[config.mk]
export PLATFORM = sky130hd
export DESIGN_NAME = alu_issue
export DESIGN_NICKNAME = d
export VERILOG_FILES = /design/src/rtl/alu_issue_pkg.sv /design/src/rtl/alu_issue_decode.sv /design/src/rtl/alu_issue.sv
export SDC_FILE = /design/constraint.sdc
export NUM_CORES = 1
export LEC_CHECK = 0
export BUFFER_PORTS_ARGS = -buffer_cell sky130_fd_sc_hd__buf_2
export CAP_MARGIN = 20
export CORE_ASPECT_RATIO = 2
export CORE_MARGIN = 2
export CORE_UTILIZATION = 51
export DETAILED_ROUTE_END_ITERATION = 8
export MAX_ROUTING_LAYER = met4
export PLACE_DENSITY = 0.81
export SETUP_SLACK_MARGIN = 0.1
export SLEW_MARGIN = 30
export SYNTH_ARGS = -nofsm -noshare
export SYNTH_HDL_FRONTEND = slang
export SYNTH_HIERARCHICAL = 1
export SYNTH_SLANG_ARGS = --single-unit
export TNS_END_PERCENT = 1
[constraint.sdc]
create_clock -name clk -period 4.13 [get_ports clk]
set_input_delay 0.413 -clock clk [delete_from_list [all_inputs] [get_ports clk]]
set_output_delay 0.413 -clock clk [all_outputs]
set_load 0.1 [all_outputs]
[src/rtl/alu_issue_pkg.sv]
// Shared constants and types for the ALU issue unit: ALU opcodes, RV32I major
// opcodes, FSM states, operand-B select and branch condition kinds.
package alu_issue_pkg;

   localparam logic [3:0] ALU_AND  = 4'b0000;
   localparam logic [3:0] ALU_OR   = 4'b0001;
   localparam logic [3:0] ALU_ADD  = 4'b0010;
   localparam logic [3:0] ALU_SLL  = 4'b0011;
   localparam logic [3:0] ALU_SUB  = 4'b0100;
   localparam logic [3:0] ALU_SRL  = 4'b0101;
   localparam logic [3:0] ALU_SLTU = 4'b0110;
   localparam logic [3:0] ALU_XOR  = 4'b0111;
   localparam logic [3:0] ALU_SLT  = 4'b1000;
   localparam logic [3:0] ALU_SRA  = 4'b1001;

   localparam logic [6:0] OPC_OP     = 7'b0110011;
   localparam logic [6:0] OPC_OP_IMM = 7'b0010011;
   localparam logic [6:0] OPC_BRANCH = 7'b1100011;

   typedef enum logic [1:0] {
      IDLE = 2'd0,
      EXEC = 2'd1,
      HOLD = 2'd2
   } state_e;

   typedef enum logic [1:0] {
      BSEL_RS2,
      BSEL_IMM,
      BSEL_SHAMT_IMM,
      BSEL_SHAMT_RS2
   } bsel_e;

   typedef enum logic [2:0] {
      BR_EQ,
      BR_NE,
      BR_LT,
      BR_GE,
      BR_LTU,
      BR_GEU
   } br_e;

   // alt selects SUB over ADD and SRA over SRL (funct7[5])
   function automatic logic [3:0] alu_code(input logic [2:0] funct3, input logic alt);
      logic [3:0] code;
      case (funct3)
         3'b000:  code = alt ? ALU_SUB : ALU_ADD;
         3'b001:  code = ALU_SLL;
         3'b010:  code = ALU_SLT;
         3'b011:  code = ALU_SLTU;
         3'b100:  code = ALU_XOR;
         3'b101:  code = alt ? ALU_SRA : ALU_SRL;
         3'b110:  code = ALU_OR;
         default: code = ALU_AND;
      endcase
      return code;
   endfunction

   // EQ/GE/GEU are taken when the compare result is zero; the rest when nonzero
   function automatic logic br_taken(input br_e br_type, input logic zero);
      logic taken;
      case (br_type)
         BR_EQ, BR_GE, BR_GEU: taken = zero;
         default:              taken = !zero;
      endcase
      return taken;
   endfunction

endpackage

[src/rtl/alu_issue_decode.sv]
// Combinational RV32I decode for OP, OP-IMM and BRANCH into ALU control,
// operand-B source, destination and branch metadata; anything else is illegal.
module alu_decode
   import alu_issue_pkg::*;
(
   input  logic [31:0] instr_i,
   output logic [3:0]  alu_ctrl_o,
   output bsel_e       bsel_o,
   output logic [4:0]  rd_o,
   output logic        we_o,
   output logic        branch_o,
   output br_e         br_type_o,
   output logic        illegal_o
);

   logic [6:0] opcode;
   logic [6:0] funct7;
   logic [2:0] funct3;
   logic       is_shift;
   logic       unused_operand_fields;

   assign opcode   = instr_i[6:0];
   assign funct3   = instr_i[14:12];
   assign funct7   = instr_i[31:25];
   assign is_shift = (funct3 == 3'b001) || (funct3 == 3'b101);
   // rs1/rs2 specifiers and the immediate are consumed by the issue stage
   assign unused_operand_fields = ^instr_i[24:15];

   always_comb begin
      alu_ctrl_o = ALU_ADD;
      bsel_o     = BSEL_RS2;
      rd_o       = 5'd0;
      we_o       = 1'b0;
      branch_o   = 1'b0;
      br_type_o  = BR_EQ;
      illegal_o  = 1'b1;
      case (opcode)
         OPC_OP: begin
            if ((funct7 == 7'b0000000) ||
                ((funct7 == 7'b0100000) && ((funct3 == 3'b000) || (funct3 == 3'b101)))) begin
               illegal_o  = 1'b0;
               rd_o       = instr_i[11:7];
               we_o       = (instr_i[11:7] != 5'd0);
               alu_ctrl_o = alu_code(funct3, funct7[5]);
               bsel_o     = is_shift ? BSEL_SHAMT_RS2 : BSEL_RS2;
            end
         end
         OPC_OP_IMM: begin
            // upper immediate bits are free except on shifts, where they are funct7
            if (!is_shift || (funct7 == 7'b0000000) ||
                ((funct3 == 3'b101) && (funct7 == 7'b0100000))) begin
               illegal_o  = 1'b0;
               rd_o       = instr_i[11:7];
               we_o       = (instr_i[11:7] != 5'd0);
               alu_ctrl_o = alu_code(funct3, is_shift & funct7[5]);
               bsel_o     = is_shift ? BSEL_SHAMT_IMM : BSEL_IMM;
            end
         end
         OPC_BRANCH: begin
            illegal_o = 1'b0;
            branch_o  = 1'b1;
            case (funct3)
               3'b000:  begin alu_ctrl_o = ALU_SUB;  br_type_o = BR_EQ;  end
               3'b001:  begin alu_ctrl_o = ALU_SUB;  br_type_o = BR_NE;  end
               3'b100:  begin alu_ctrl_o = ALU_SLT;  br_type_o = BR_LT;  end
               3'b101:  begin alu_ctrl_o = ALU_SLT;  br_type_o = BR_GE;  end
               3'b110:  begin alu_ctrl_o = ALU_SLTU; br_type_o = BR_LTU; end
               3'b111:  begin alu_ctrl_o = ALU_SLTU; br_type_o = BR_GEU; end
               default: begin illegal_o = 1'b1; branch_o = 1'b0; end
            endcase
         end
         default: ;
      endcase
   end

endmodule

[src/rtl/alu_issue.sv]
// Issue stage feeding an external combinational ALU: latches operands, waits
// one cycle for the ALU, then holds the captured result until consumed.
//   state | meaning
//   IDLE  | empty, ready for an instruction
//   EXEC  | operands on ALU ports, result captured at the next edge
//   HOLD  | result presented with out_valid until out_ready
module alu_issue
   import alu_issue_pkg::*;
(
   input  logic        clk,
   input  logic        rst_n,
   input  logic        in_valid,
   output logic        in_ready,
   input  logic [31:0] in_instr,
   input  logic [31:0] in_rs1,
   input  logic [31:0] in_rs2,
   input  logic        flush,
   output logic [31:0] alu_in_a,
   output logic [31:0] alu_in_b,
   output logic [3:0]  alu_control,
   input  logic [31:0] alu_result,
   input  logic        zero_flag,
   output logic        out_valid,
   input  logic        out_ready,
   output logic [31:0] out_result,
   output logic [4:0]  out_rd,
   output logic        out_we,
   output logic        out_branch,
   output logic        out_taken,
   output logic        out_illegal
);

   state_e      state_q, state_d;
   logic [31:0] a_q, a_d, b_q, b_d;
   logic [3:0]  ctrl_q, ctrl_d;
   logic [4:0]  rd_q, rd_d;
   logic        we_q, we_d, br_q, br_d, ill_q, ill_d;
   br_e         brt_q, brt_d;
   logic [31:0] res_q, res_d;
   logic [4:0]  ord_q, ord_d;
   logic        owe_q, owe_d, obr_q, obr_d, otk_q, otk_d, oill_q, oill_d;

   logic [3:0]  dec_ctrl;
   bsel_e       dec_bsel;
   logic [4:0]  dec_rd;
   logic        dec_we, dec_branch, dec_illegal;
   br_e         dec_br_type;
   logic [31:0] b_sel;
   logic        accept;

   alu_decode u_decode (
      .instr_i    (in_instr),
      .alu_ctrl_o (dec_ctrl),
      .bsel_o     (dec_bsel),
      .rd_o       (dec_rd),
      .we_o       (dec_we),
      .branch_o   (dec_branch),
      .br_type_o  (dec_br_type),
      .illegal_o  (dec_illegal)
   );

   always_comb begin
      b_sel = in_rs2;
      case (dec_bsel)
         BSEL_IMM:       b_sel = {{20{in_instr[31]}}, in_instr[31:20]};
         BSEL_SHAMT_IMM: b_sel = {27'd0, in_instr[24:20]};
         BSEL_SHAMT_RS2: b_sel = {27'd0, in_rs2[4:0]};
         default:        b_sel = in_rs2;
      endcase
   end

   assign in_ready = !flush && ((state_q == IDLE) || ((state_q == HOLD) && out_ready));
   assign accept   = in_valid && in_ready;

   always_comb begin
      state_d = state_q;
      a_d     = a_q;
      b_d     = b_q;
      ctrl_d  = ctrl_q;
      rd_d    = rd_q;
      we_d    = we_q;
      br_d    = br_q;
      brt_d   = brt_q;
      ill_d   = ill_q;
      res_d   = res_q;
      ord_d   = ord_q;
      owe_d   = owe_q;
      obr_d   = obr_q;
      otk_d   = otk_q;
      oill_d  = oill_q;
      if (flush) begin
         state_d = IDLE;
         res_d   = 32'd0;
         ord_d   = 5'd0;
         owe_d   = 1'b0;
         obr_d   = 1'b0;
         otk_d   = 1'b0;
         oill_d  = 1'b0;
      end else begin
         case (state_q)
            IDLE: if (accept) state_d = EXEC;
            EXEC: begin
               res_d   = ill_q ? 32'd0 : alu_result;
               ord_d   = rd_q;
               owe_d   = we_q;
               obr_d   = br_q;
               otk_d   = br_q && br_taken(brt_q, zero_flag);
               oill_d  = ill_q;
               state_d = HOLD;
            end
            HOLD: if (out_ready) state_d = in_valid ? EXEC : IDLE;
            default: state_d = IDLE;
         endcase
         if (accept) begin
            a_d    = in_rs1;
            b_d    = b_sel;
            ctrl_d = dec_ctrl;
            rd_d   = dec_rd;
            we_d   = dec_we;
            br_d   = dec_branch;
            brt_d  = dec_br_type;
            ill_d  = dec_illegal;
         end
      end
   end

   always_ff @(posedge clk or negedge rst_n) begin
      if (!rst_n) begin
         state_q <= IDLE;
         a_q     <= 32'd0;
         b_q     <= 32'd0;
         ctrl_q  <= ALU_ADD;
         rd_q    <= 5'd0;
         we_q    <= 1'b0;
         br_q    <= 1'b0;
         brt_q   <= BR_EQ;
         ill_q   <= 1'b0;
         res_q   <= 32'd0;
         ord_q   <= 5'd0;
         owe_q   <= 1'b0;
         obr_q   <= 1'b0;
         otk_q   <= 1'b0;
         oill_q  <= 1'b0;
      end else begin
         state_q <= state_d;
         a_q     <= a_d;
         b_q     <= b_d;
         ctrl_q  <= ctrl_d;
         rd_q    <= rd_d;
         we_q    <= we_d;
         br_q    <= br_d;
         brt_q   <= brt_d;
         ill_q   <= ill_d;
         res_q   <= res_d;
         ord_q   <= ord_d;
         owe_q   <= owe_d;
         obr_q   <= obr_d;
         otk_q   <= otk_d;
         oill_q  <= oill_d;
      end
   end

   assign alu_in_a    = a_q;
   assign alu_in_b    = b_q;
   assign alu_control = ctrl_q;
   assign out_valid   = (state_q == HOLD);
   assign out_result  = res_q;
   assign out_rd      = ord_q;
   assign out_we      = owe_q;
   assign out_branch  = obr_q;
   assign out_taken   = otk_q;
   assign out_illegal = oill_q;

endmodule

After elaboration in Yosys (flattened, before gate mapping)
Cells that the tools add are included.
{"block": "word_totals", "rom_bits": 0, "memories": 0, "out_inout_bits": 111, "ff_bits": 122, "latchBits": 0, "ramBits": 0}
{"block": "classes", "n_eq_ne": 20, "n_lt_le_gt_ge": 0, "n_bitwise": 2, "add_sub_neg": 0, "div_mod_pow": 0, "shift": 0, "n_mul": 0, "n_mux": 51, "n_reduce_logical": 28}
{"operator": "32-bit 2-to-1 mux", "count": 3}
{"operator": "32-bit case mux with 3 select lines", "count": 1}
{"operator": "4-bit case mux with 7 select lines", "count": 2}
{"operator": "4-bit case mux with 3 select lines", "count": 2}
{"operator": "5-bit 2-to-1 mux", "count": 4}
{"operator": "1-bit 2-to-1 mux", "count": 19}
{"operator": "4-bit 2-to-1 mux", "count": 4}
{"operator": "3-bit equality test, second input constant", "count": 5}
{"operator": "3-bit case mux with 5 select lines", "count": 1}
{"operator": "7-bit by 6-bit equality test with 1-bit output, second input constant", "count": 2}
{"operator": "2-bit 2-to-1 mux", "count": 7}
{"operator": "5-bit case mux with 2 select lines", "count": 1}
{"operator": "3-bit by 2-bit equality test with 1-bit output, second input constant", "count": 3}
{"operator": "3-bit 2-to-1 mux", "count": 3}
{"operator": "7-bit by 5-bit equality test with 1-bit output, second input constant", "count": 1}
{"operator": "7-bit equality test, second input constant", "count": 1}
{"operator": "7-bit zero test", "count": 1}
{"operator": "2-bit equality test, second input constant", "count": 3}
{"operator": "1-bit logical AND", "count": 6}
{"operator": "3-bit zero test", "count": 2}
{"operator": "1-bit logical OR", "count": 6}
{"operator": "2-bit case mux with 3 select lines", "count": 1}
{"operator": "2-bit OR reduction", "count": 3}
{"operator": "6-bit OR reduction", "count": 1}
{"operator": "other kinds (15)", "count": 19}

Depth between registers and ports, before layout
Gate-level depths: netlist of the first run.
{"block": "logic_depth", "ltp_word": 9, "mapped_depth": 11, "depth_no_buf": 8}

Modules after synthesis
The synthesis of the first run kept the hierarchy.
{"module": "alu_issue", "cells_each": 363, "instances": 1, "seq_area_each_um2": 3054.2, "area_per_inst_um2": 5143.7}
{"module": "alu_decode", "cells_each": 69, "instances": 1, "seq_area_each_um2": 0.0, "area_per_inst_um2": 481.7}

Worst setup path after synthesis of the first run
Ideal clock, no wire load.
{"block": "synth_path", "kind": "input to output", "startpoint": "input port flush", "endpoint": "output port in_ready", "arrival_time_ps": 2688, "cell_stages": 2, "setup_slack_ps": 1029, "cell_sequence": "clkbuf_1 > nor3_1"}
{"block": "synth_between", "elab_chain_cells": 2}
{"element": "start, declared", "line": "alu_issue.sv:17", "source": "input logic flush,"}
{"element": "1-bit zero test", "line": "alu_issue.sv:72", "source": "assign in_ready = !flush && ((state_q == IDLE) || ((state_q == HOLD) && out_ready));"}
{"element": "1-bit logical AND", "line": "alu_issue.sv:72"}
{"element": "end, declared", "line": "alu_issue.sv:13", "source": "output logic in_ready,"}
Every way passes these cells.

Worst setup path in the final report of the first run
{"block": "layout_path", "startpoint": "input port in_instr[26]", "endpoint": "register b_q[2] (netlist: alu_in_b[2])"}
{"block": "layout_between", "elab_chain_cells": 7, "elab_cells_between_ends": 14, "cone_classes": "eq/ne: 4; mux: 4; reduce/logical: 6"}
{"element": "start, declared", "line": "alu_issue.sv:14", "source": "input logic [31:0] in_instr,"}
{"element": "7-bit by 6-bit equality test with 1-bit output or 7-bit zero test (tied branches)"}
{"element": "1-bit logical AND (tied with other cells)", "line": "alu_issue_decode.sv:51", "source": "((funct3 == 3'b101) && (funct7 == 7'b0100000))) begin"}
{"element": "1-bit logical OR, on equally long branches", "line": "alu_issue_decode.sv:50, alu_issue_decode.sv:39"}
{"element": "2-bit 2-to-1 mux, on equally long branches", "line": "alu_issue_decode.sv:50, alu_issue_decode.sv:39"}
{"element": "2-bit case mux with 2 select lines *", "line": "alu_issue_decode.sv:37", "source": "case (opcode)"}
{"element": "named net dec_bsel[1]", "line": "alu_issue.sv:44", "source": "bsel_e dec_bsel;"}
{"element": "2-bit equality test or 2-bit by 1-bit equality test with 1-bit output (tied branches)", "line": "alu_issue.sv:64", "source": "case (dec_bsel)"}
{"element": "32-bit case mux with 3 select lines *", "line": "alu_issue.sv:64"}
{"element": "end signal, assigned", "line": "alu_issue.sv:131", "source": "b_q <= 32'd0;"}
{"element": "end signal, assigned", "line": "alu_issue.sv:147", "source": "b_q <= b_d;"}
{"element": "end, declared", "line": "alu_issue.sv:34", "source": "logic [31:0] a_q, a_d, b_q, b_d;"}
Mark *: on every way through the listed nets, which the timed path passes. The rest lies on a longest branch.
A chain may end at the register's enable or synchronous reset.

==> results of run 1 <==
-- through the flow --
| stage | util (%) | instance area, sq um | std cells | total power [W] | hold WS (ps) |
|---|---|---|---|---|---|
| floorplan | - | 5630 | 432 | 0.00257 | 117 |
| CTS | 69.7 | 7530 | 824 | 0.00444 | 33.3 |
| detailed placement | 63.8 | 6900 | 792 | 0.00284 | 470 |
| global placement | 63.6 | 6870 | 791 | 0.00282 | 452 |
| global route | 69.7 | 7530 | 824 | 0.00455 | 76.7 |
| finish | 69.7 | 7530 | 824 | 0.00440 | 25.0 |
-- worst min-delay path by stage --
| stage | from | endpoint | depth (start not counted) |
|---|---|---|---|
| final | rst_n | alu_control[3] | 1 |
| after global routing | rst_n | alu_control[3] | 1 |
| after CTS | rst_n | alu_in_a[2] | 1 |
| after detailed placement | rst_n | alu_control[3] | 1 |
| after global placement | rst_n | alu_control[0] | 1 |
| after floorplan | rst_n | alu_control[0] | 0 |
-- layout make-up --
cell class              count  area, sq um
clock buffers              19          443
clock inverters            13          191
fillers                   799         3280
inverters                  26         97.6
multi-input cells         257         2300
flip-flops and latches    122         3050
well taps                 140          175
repair buffers            247         1270
-- flip-flops by register name (all words and copies together) (netlist names) --
name,flops
alu_in_b,32
out_rd,5
out_taken,1
alu_control,4
alu_in_a,32
out_branch,1
br_q,1
out_we,1
out_illegal,1
rd_q,5
we_q,1
brt_q,3
out_result,32
ill_q,1
state_q,2
-- cells in the final DEF, fill, tap and decap left out, drive strengths merged, types with 2 or more instances in the layout --
cell	Yosys	routed
nor3	8	8
clkinvlp	0	3
clkbuf	12	19
nand2	26	26
buf	14	247
clkinv	0	4
a21oi	37	37
and3	2	2
and2b	2	2
o211ai	2	2
dfrtp	121	121
xor2	3	3
o41ai	2	2
a22o	32	32
or4b	2	2
nand2b	3	3
inv	26	28
mux2i	27	27
o21ai	4	4
and2	6	6
nor2	15	15
bufinv	0	4
nand3b	2	2
mux2	64	64
or3	2	2
nor2b	6	6
-- power by group through the flow --
stage | clock [W] | sequential (W) | combinational (W)
finish | 0.00157 | 0.00139 | 0.00144
global route | 0.00166 | 0.00141 | 0.00148
CTS | 0.00160 | 0.00139 | 0.00144
floorplan | 0 | 0.00231 | 0.000261
global placement | 0 | 0.00140 | 0.00142
detailed placement | 0 | 0.00141 | 0.00144
-- cell families after synthesis --
kind of cell           synth area share (%)
buffers and inverters                  5.16
multiplexers                           21.5
AND/OR/NAND/NOR                        7.94
flip-flops                             54.3
AO/OA/AOI/OAI                          10.7
XOR/XNOR                              0.467
-- layer usage --
layer / vias to the layer above / wire length [microns] / GRT usage, % / part of all wire, %
li1: 2003 / - / - / -
met1: 2127 / 5270 / 28.1 / 36
met2: 221 / 8010 / 45.8 / 54
met3: 49 / 855 / 5.45 / 5.8
met4: 0 / 615 / 13.7 / 4.2
met5: - / 0 / - / 0
==> impl_results.md, run 1 <==
- Clock transition at path regs: 60 ps
- FF-to-FF setup slack: 1900 ps
- Synth top area share: 53.8%
- Drt drc: 0
- Count of cell types in the netlist: 47
- Clock buffer count from CTS: 17
- Worst VDD drop: 471 uV
- CP endpoint: alu_in_b[2]
- Hold WC Path Type: in -> async
- Biggest area consumer among synthesized cells: dfrtp_1
- Rel. slew slack: approximately 49%
- RSZ-0062 raised after global routing: no
- Routed len/inst: 17.9 microns
- Post-Place Setup Slack: 642 ps
- Die area: 11,900 sq um
- Critical Path Sink Type: flop
- Net switching power: between 0.0015 and 0.002 W
- Fin. max-slew vios: 0
- Share of cells above drive strength 1: a little over half
- Port Buffers: between 200 and 250
- Post-layout min period: 3060 ps
- Nets: 805
- Pint: 0.00264 W
- R2r worst-path depth: 5
- Syn_nets: ~570
- Chip height: approximately 150 microns
- Max-cap violations: 0
- Setup crit start: in_instr[26]
- Post-synth top cells: dfrtp_1, mux2_4, a21oi_1
- RR Startpoint: state_q[1]
- Fin. Hold Viols: 0
- Cell Area, Synth: 5630 sq um
- Final TNS setup: 0 ps
- Number of synthesized flops with an enable pin: 0
- CTS Hold Bufs: 0
- Comb power frac: 32.6%
- Final WL: 14,700 microns
- Critical path buffers and inverters: 2
- ANT cells: 0
- Arrival @ worst endpoint: 3350 ps
- Power Dens Cells: 585 nW/um^2
- Site row count: 54
- Mean post-synth cell area: 13.0 sq um
- Flops & latches, synth: 122
- CP required: ~4400 ps
- DP HPWL: 10,300 microns
- Critical Path Stages: 10
- Pin count of the biggest net entering global routing: 51
- Static Leak: 4.16 nW
- Highest clock rate: 0.327 GHz
- Worst-skew pair later-pin latency: ~400 ps
- DR iter-0 viols: between 150 and 200
- CP Launch Type: primary input
- Top delay family on crit path: simple AND/OR/NAND/NOR gates
- GRT overflow: 0
- GP Congestion: 0.907
- Asr flop ratio synth: 100%
- Sequential power share: 31.6%
- Effective utilization at floorplan: 52.0%
- Net Sw Frac: between 30% and 40%
- Endpoints failing setup: 0
- Area of the core: 10,800 sq um
- First-pass GRT wire length: 23,800 microns
- Vias/cell: 5.34
- Slowest-stage cell, CP: or4_4
- Worst slew pin tran: between 700 and 800 ps
- IO Count: 245
- Die W: 78.3 microns
- Antenna Nets Post-Route: 0
- Cells along the critical path: buf_2, or4_4, o41ai_4, nor2_2, or3_1, nor2_1, buf_4, xor2_1, mux2_2, mux2_4
- Ys flop type: dfrtp_1
- Sequential fraction of the synthesis area: 54.3%
- # clock sinks: between 100 and 150
- CTS tree: yes
- CTS Buffer Depth: 2
- Count leader, synth: dfrtp_1
- DRT Pass-1 Iters: 4
- CTS H-Tree Depth: 4
- Area Growth Syn to Fin: 33.9%
- CTS resizes: 0
- Synthesized instance count: 432
- Outcome: finished, final reports clean
- Maximum fanout along the worst path: 9
- Antenna violations before repair: 0
- Ranking of synthesized cells by area: dfrtp_1, mux2_4, a22o_1
- Vias: 4,400
- Total number of yosys warnings: 6
- Critical path class: in -> reg
- Max incr delay on CP: 560 ps
- RR Endpoint: alu_in_b[27]
- Via count of the first global-routing pass: 4,670
- Clk_skew: between 10 and 15 ps
- Clk pwr share: 35.8%
- Worst Setup Slack, final: 1070 ps
- # Post-CTS Setup Buffers: 0
- Overall routing resource usage: 26.5%
- CTS root buf: clkbuf_16
- Final period util: 74.1%
Note: power is estimated with default switching activity, not from simulation.
==> run 2, diff against run 1 <==
CORE_UTILIZATION = 43   (was 51)
PLACE_DENSITY = 0.72   (was 0.81)
clock period = 2.46 ns   (was 4.13 ns; I/O delays follow)
==> impl_results.md, run 2 (synthesis results as in run 1) <==
- Non-Filler Instances: 856
- Cells along the critical path: buf_2, or4_4, o41ai_4, nor2_2, or3_4, nor2_1, buf_4, xor2_4, mux2_2, mux2_4
- Highest clock rate: just over 0.4 GHz
- Critical path class: in -> reg
- Fin. Hold Viols: 0
- Overall routing resource usage: a little over a fifth
- Effective utilization at floorplan: a little over two fifths
- Clock transition at path regs: 60 ps
- Sequential power share: 32.0%
- Antenna Nets Post-Route: 0
- Chip height: about 170 microns
- Net Sw Frac: between 40% and 50%
- Top delay family on crit path: simple AND/OR/NAND/NOR gates
- IO Count: roughly 250
- Clock buffer count from CTS: 17
- DP HPWL: 10,800 microns
- ANT cells: 0
- Drt drc: 0
- Final WL: 14,600 microns
- Net switching power: between 0.002 and 0.003 W
- Hold Path Sink: out_result[26]
- Fin. max-slew vios: 0
- Post-layout min period: between 2000 and 2500 ps
- CTS root buf: clkbuf_16
- Area Growth Syn to Fin: 37.8%
- Pin count of the biggest net entering global routing: 51
- # clock sinks: 122
- Register Area: 3050 sq um
- FF-to-FF setup slack: 580 ps
- Most frequent cells in the layout: buf_2, dfrtp_1, mux2_4
- Static Leak: 4.25 nW
- Die area: 14,100 sq um
- DR iter-0 viols: 164
- CP required: roughly 2800 ps
- CTS H-Tree Depth: 4
- Max-cap violations: 0
- Critical Path Sink Type: flop
- Final TNS setup: 0 ps
- Vias: roughly 4,400
- Routed len/inst: 17.1 microns
- PnR Total Power: roughly 0.0073 W
- Arrival @ worst endpoint: between 2000 and 3000 ps
- GRT overflow: 0
- Hold Path Depth: 2
- R2r worst-path depth: 4
- Via count of the first global-routing pass: 4,762
- Maximum fanout along the worst path: 5
- First-pass GRT wire length: roughly 23,000 microns
- Multi-input logic area: 2340 sq um
- Worst slew pin tran: approximately 540 ps
- DRT Pass-1 Iters: 4
- Endpoints failing setup: 0
- Final period util: 98.5%
- Port Buffers: 239
- Clk_skew: ~11 ps
- Comb power frac: 33.2%
- Outcome: finished, final reports clean
- Clk pwr share: 34.8%
- Share of cells above drive strength 1: 54.5%
- Max incr delay on CP: 580 ps
- Hold WC Path Type: in -> reg
- Rel. slew slack: a little under two thirds
- Slowest-stage cell, CP: or4_4
- Vias/cell: between 5 and 6
- Nets: slightly above 800
- Placed instance count: ~820
- CP Launch Type: primary input
- Critical path buffers and inverters: 2
- Site row count: 59
- Critical hold path startpoint: alu_result[26]
- Die W: 84.9 microns
- Pint: 0.00435 W
- RR Endpoint: alu_in_a[1]
- GP Congestion: around 0.92
- RR Startpoint: state_q[1]
- Antenna violations before repair: 0
- RSZ-0062 raised after global routing: yes
- Worst-skew pair later-pin latency: 410 ps
- Worst VDD drop: between 700 and 800 uV
- Commonest non-fill, non-tap cell in the layout: buf_2
- Area of the core: 12,900 sq um
- CTS Buffer Depth: 2
- Filler Cells Inserted: around 1,100
- CTS tree: yes
- Power Dens Cells: 944 nW/um^2
[run 2: cell types whose count changed in the layout (fill, tap and decap cells not counted), sizes merged]
| cell | delta |
|---|---|
| clkinvlp | +2 |
| bufinv | -1 |
| dlygate4sd3 | +1 |
| buf | +19 |
| clkinv | -1 |
[run 2: worst max path at each step]
stage / depth (start not counted) / from / to / slack (ps)
detailed placement: 10 / in_instr[26] / alu_in_b[0] / -470
CTS: 10 / in_instr[26] / alu_in_b[0] / 40
global placement: 10 / in_instr[26] / alu_in_b[3] / -390
global route: 10 / in_instr[26] / alu_in_b[3] / -30
floorplan: 9 / in_instr[26] / alu_in_b[0] / -280
finish: 10 / in_instr[26] / alu_in_b[0] / 40
[run 2: area by class of cell]
type	instances	share of cell area [%]
clock inverter	13	2.16
inverter	26	1.26
multi-input combinational	257	30.2
clock buffer	19	5.71
tap	152	2.45
sequential	122	39.4
timing repair buffer	267	18.9
[run 2: repair_timing]
item                                    4_1_cts  5_1_grt
endpoints found under the hold margin        27        0
endpoints found under the setup margin       13       23
gates resized for setup                       1        4
buffers inserted                              1        0
hold buffers                                  1        0
pin swaps                                     2        0
[run 2: worst register-to-register path, delay by kind of cell, from the launching register on]
family	cells	cell delay, ps
simple gates	2	660
flops	1	410
mux	1	370
buf+inv	1	320
[run 2: metrics by stage]
stage | area, sq um | util [%] | setup WS [ps] | hold slack (ps)
floorplan | 5650 | - | -283 | -49.6
finish | 7750 | 60.0 | 37.8 | 59.5
global placement | 7100 | 55.0 | -385 | 202
global route | 7750 | 60.0 | -33.2 | 44.3
CTS | 7740 | 59.9 | 38.1 | 43.2
detailed placement | 7100 | 55.0 | -470 | 205
[run 2: metal layers]
metal  GRT usage, %  vias up  part of all wire (%)
met3           4.17       41                   5.3
met1           21.8     2146                    35
li1               -     2040                     -
met2           38.4      211                    56
met5              -        -                     0
met4           10.5        0                   3.8
[run 2: power groups by stage]
stage	registers [W]	clock network, W	logic [W]
finish	0.00234	0.00255	0.00243
global route	0.00236	0.00270	0.00251
detailed placement	0.00237	0	0.00243
floorplan	0.00387	0	0.000440
CTS	0.00234	0.00260	0.00244
global placement	0.00236	0	0.00241
==> run 3, diff against run 2 <==
CORE_UTILIZATION = 44   (was 43)
CTS_BUF_LIST = sky130_fd_sc_hd__clkbuf_8   (was unset)
PLACE_DENSITY = 0.74   (was 0.72)
SLEW_MARGIN = unset   (was 30)
==> impl_results.md, run 3 (synthesis results as in run 1) <==
- Outcome: finished, final reports clean
- First-pass GRT wire length: 22,400 microns
- Antenna violations before repair: 1
- RSZ-0062 raised after global routing: yes
- Worst slew pin tran: 575 ps
- Non-Filler Instances: 854
- Port Buffers: 239
- CP required: 2760 ps
- Vias: 4,390
- Critical Path Sink Type: flop
- Vias/cell: 5.14
- Area of the core: 12,600 sq um
- CTS tree: yes
- Fin. max-slew vios: 0
- Final period util: about 98%
- Site row count: 58
- Filler Cells Inserted: 1,045
- Clk_skew: 15.4 ps
- # clock sinks: 122
- Maximum fanout along the worst path: 5
- Rel. slew slack: 61.7%
- Effective utilization at floorplan: between 40 and 50%
- Fin. Hold Viols: 0
- Final WL: 14,400 microns
- CTS root buf: clkbuf_8
- Drt drc: 0
- Arrival @ worst endpoint: 2710 ps
- Max-cap violations: 0
- Clock buffer count from CTS: 17
- CTS Buffer Depth: 2
- Worst VDD drop: approximately 650 uV
- Placed instance count: roughly 800
- Critical path class: in -> reg
- Area Growth Syn to Fin: 33.8%
- Overall routing resource usage: 21.3%
- CTS H-Tree Depth: 4
- GRT overflow: 0
- Chip height: 164 microns
- Worst-skew pair later-pin latency: 420 ps
- Static Leak: 4.17 nW
- Routed len/inst: approximately 17 microns
- CP Launch Type: primary input
- Via count of the first global-routing pass: 4,649
- DP HPWL: 10,800 microns
- Post-layout min period: ~2400 ps
- Nets: 824
- Power Dens Cells: 869 nW/um^2
- Hold WC Path Type: in -> reg
- Most frequent cells in the layout: buf_2, dfrtp_1, mux2_4
- DR iter-0 viols: 164
- IO Count: 245
- Highest clock rate: 0.416 GHz
- Commonest non-fill, non-tap cell in the layout: buf_2
- Die W: 84.0 microns
- Endpoints failing setup: 0
- GP Congestion: around 0.9
- PnR Total Power: approximately 0.0065 W
- Die area: ~14,000 sq um
- Clock transition at path regs: about 80 ps
- Pin count of the biggest net entering global routing: 57
- Share of cells above drive strength 1: between 50% and 60%
- Antenna Nets Post-Route: 0
- DRT Pass-1 Iters: 5
run 3: cell types whose count changed in the layout (fill, tap and decap cells not counted):
cell | previous run | this run
clkinvlp_4 | 5 | 1
buf_4 | 24 | 23
bufinv_16 | 3 | 2
nor2_2 | 2 | 3
diode_2 | 0 | 1
clkbuf_8 | 1 | 17
inv_6 | 2 | 5
a21oi_2 | 5 | 3
a21oi_1 | 32 | 34
clkbuf_16 | 17 | 0
clkbuf_1 | 1 | 0
nor2_1 | 13 | 12
clkinv_4 | 2 | 5
clkinv_2 | 1 | 2
run 3: repair_timing:
action                                  CTS  global route
resized for setup                         1             3
setup buffers                             1             0
hold endpoints to repair                 23             0
hold buffers                              1             0
endpoints found under the setup margin    5            18
pin swaps                                 2             0
run 3: worst max-delay path, cell delays in order:
cell	delay (ps)
buf_2	110
or4_4	570
o41ai_4	260
nor2_2	70
or3_4	350
nor2_2	100
buf_4	140
xor2_4	230
mux2_2	370
mux2_4	260
run 3: cell type report:
cell class	count	area [sq um]	area share, %
sequential	122	3050	40.6
multi-input combinational	257	2330	31.0
timing repair buffer	266	1450	19.3
clock buffer	17	234	3.11
tap	150	188	2.49
clock inverter	15	165	2.19
inverter	26	97.6	1.30
antenna	1	2.50	0.0332
run 3: worst paths after layout:
path	from	to	slack, ps	depth (start not counted)
max	in_instr[26]	alu_in_b[1]	60	10
min	alu_result[4]	out_result[4]	40	2
max reg2reg	state_q[1]	alu_in_a[13]	570	4
min reg2reg	out_result[17]	out_result[17]	500	1
max in group asynchronous	rst_n	out_result[12]	1290	3
min in group asynchronous	rst_n	alu_in_a[30]	270	2
run 3: layer usage:
layer / global-route usage [%] / part of all wire [%] / vias up / wire, microns
met5: - / 0 / - / 0
met4: 11.3 / 3.0 / 0 / 425
met3: 4.52 / 5.5 / 34 / 789
met2: 38.8 / 57 / 206 / 8180
met1: 20.9 / 35 / 2113 / 4980
li1: - / - / 2037 / -
run 3: power by group:
group	switching [W]	internal [W]
logic	0.00192	0.000504
registers	0.000117	0.00221
clock network	0.000865	0.000920
total	0.00290	0.00364
run 3: metrics by stage:
stage / setup WS [ps] / area, sq um / TNS [ps] / util [%] / hold slack [ps]
5_1_grt: -13.1 / 7530 / -34.9 / 60.0 / 7.88
6_report: 56.2 / 7530 / 0 / 60.0 / 42.7
4_1_cts: 90.5 / 7510 / 0 / 59.9 / 3.49
3_3_place_gp: -378 / 7090 / -7470 / 56.5 / 167
3_5_place_dp: -449 / 7090 / -9240 / 56.5 / 176
2_1_floorplan: -283 / 5650 / -2740 / - / -49.6
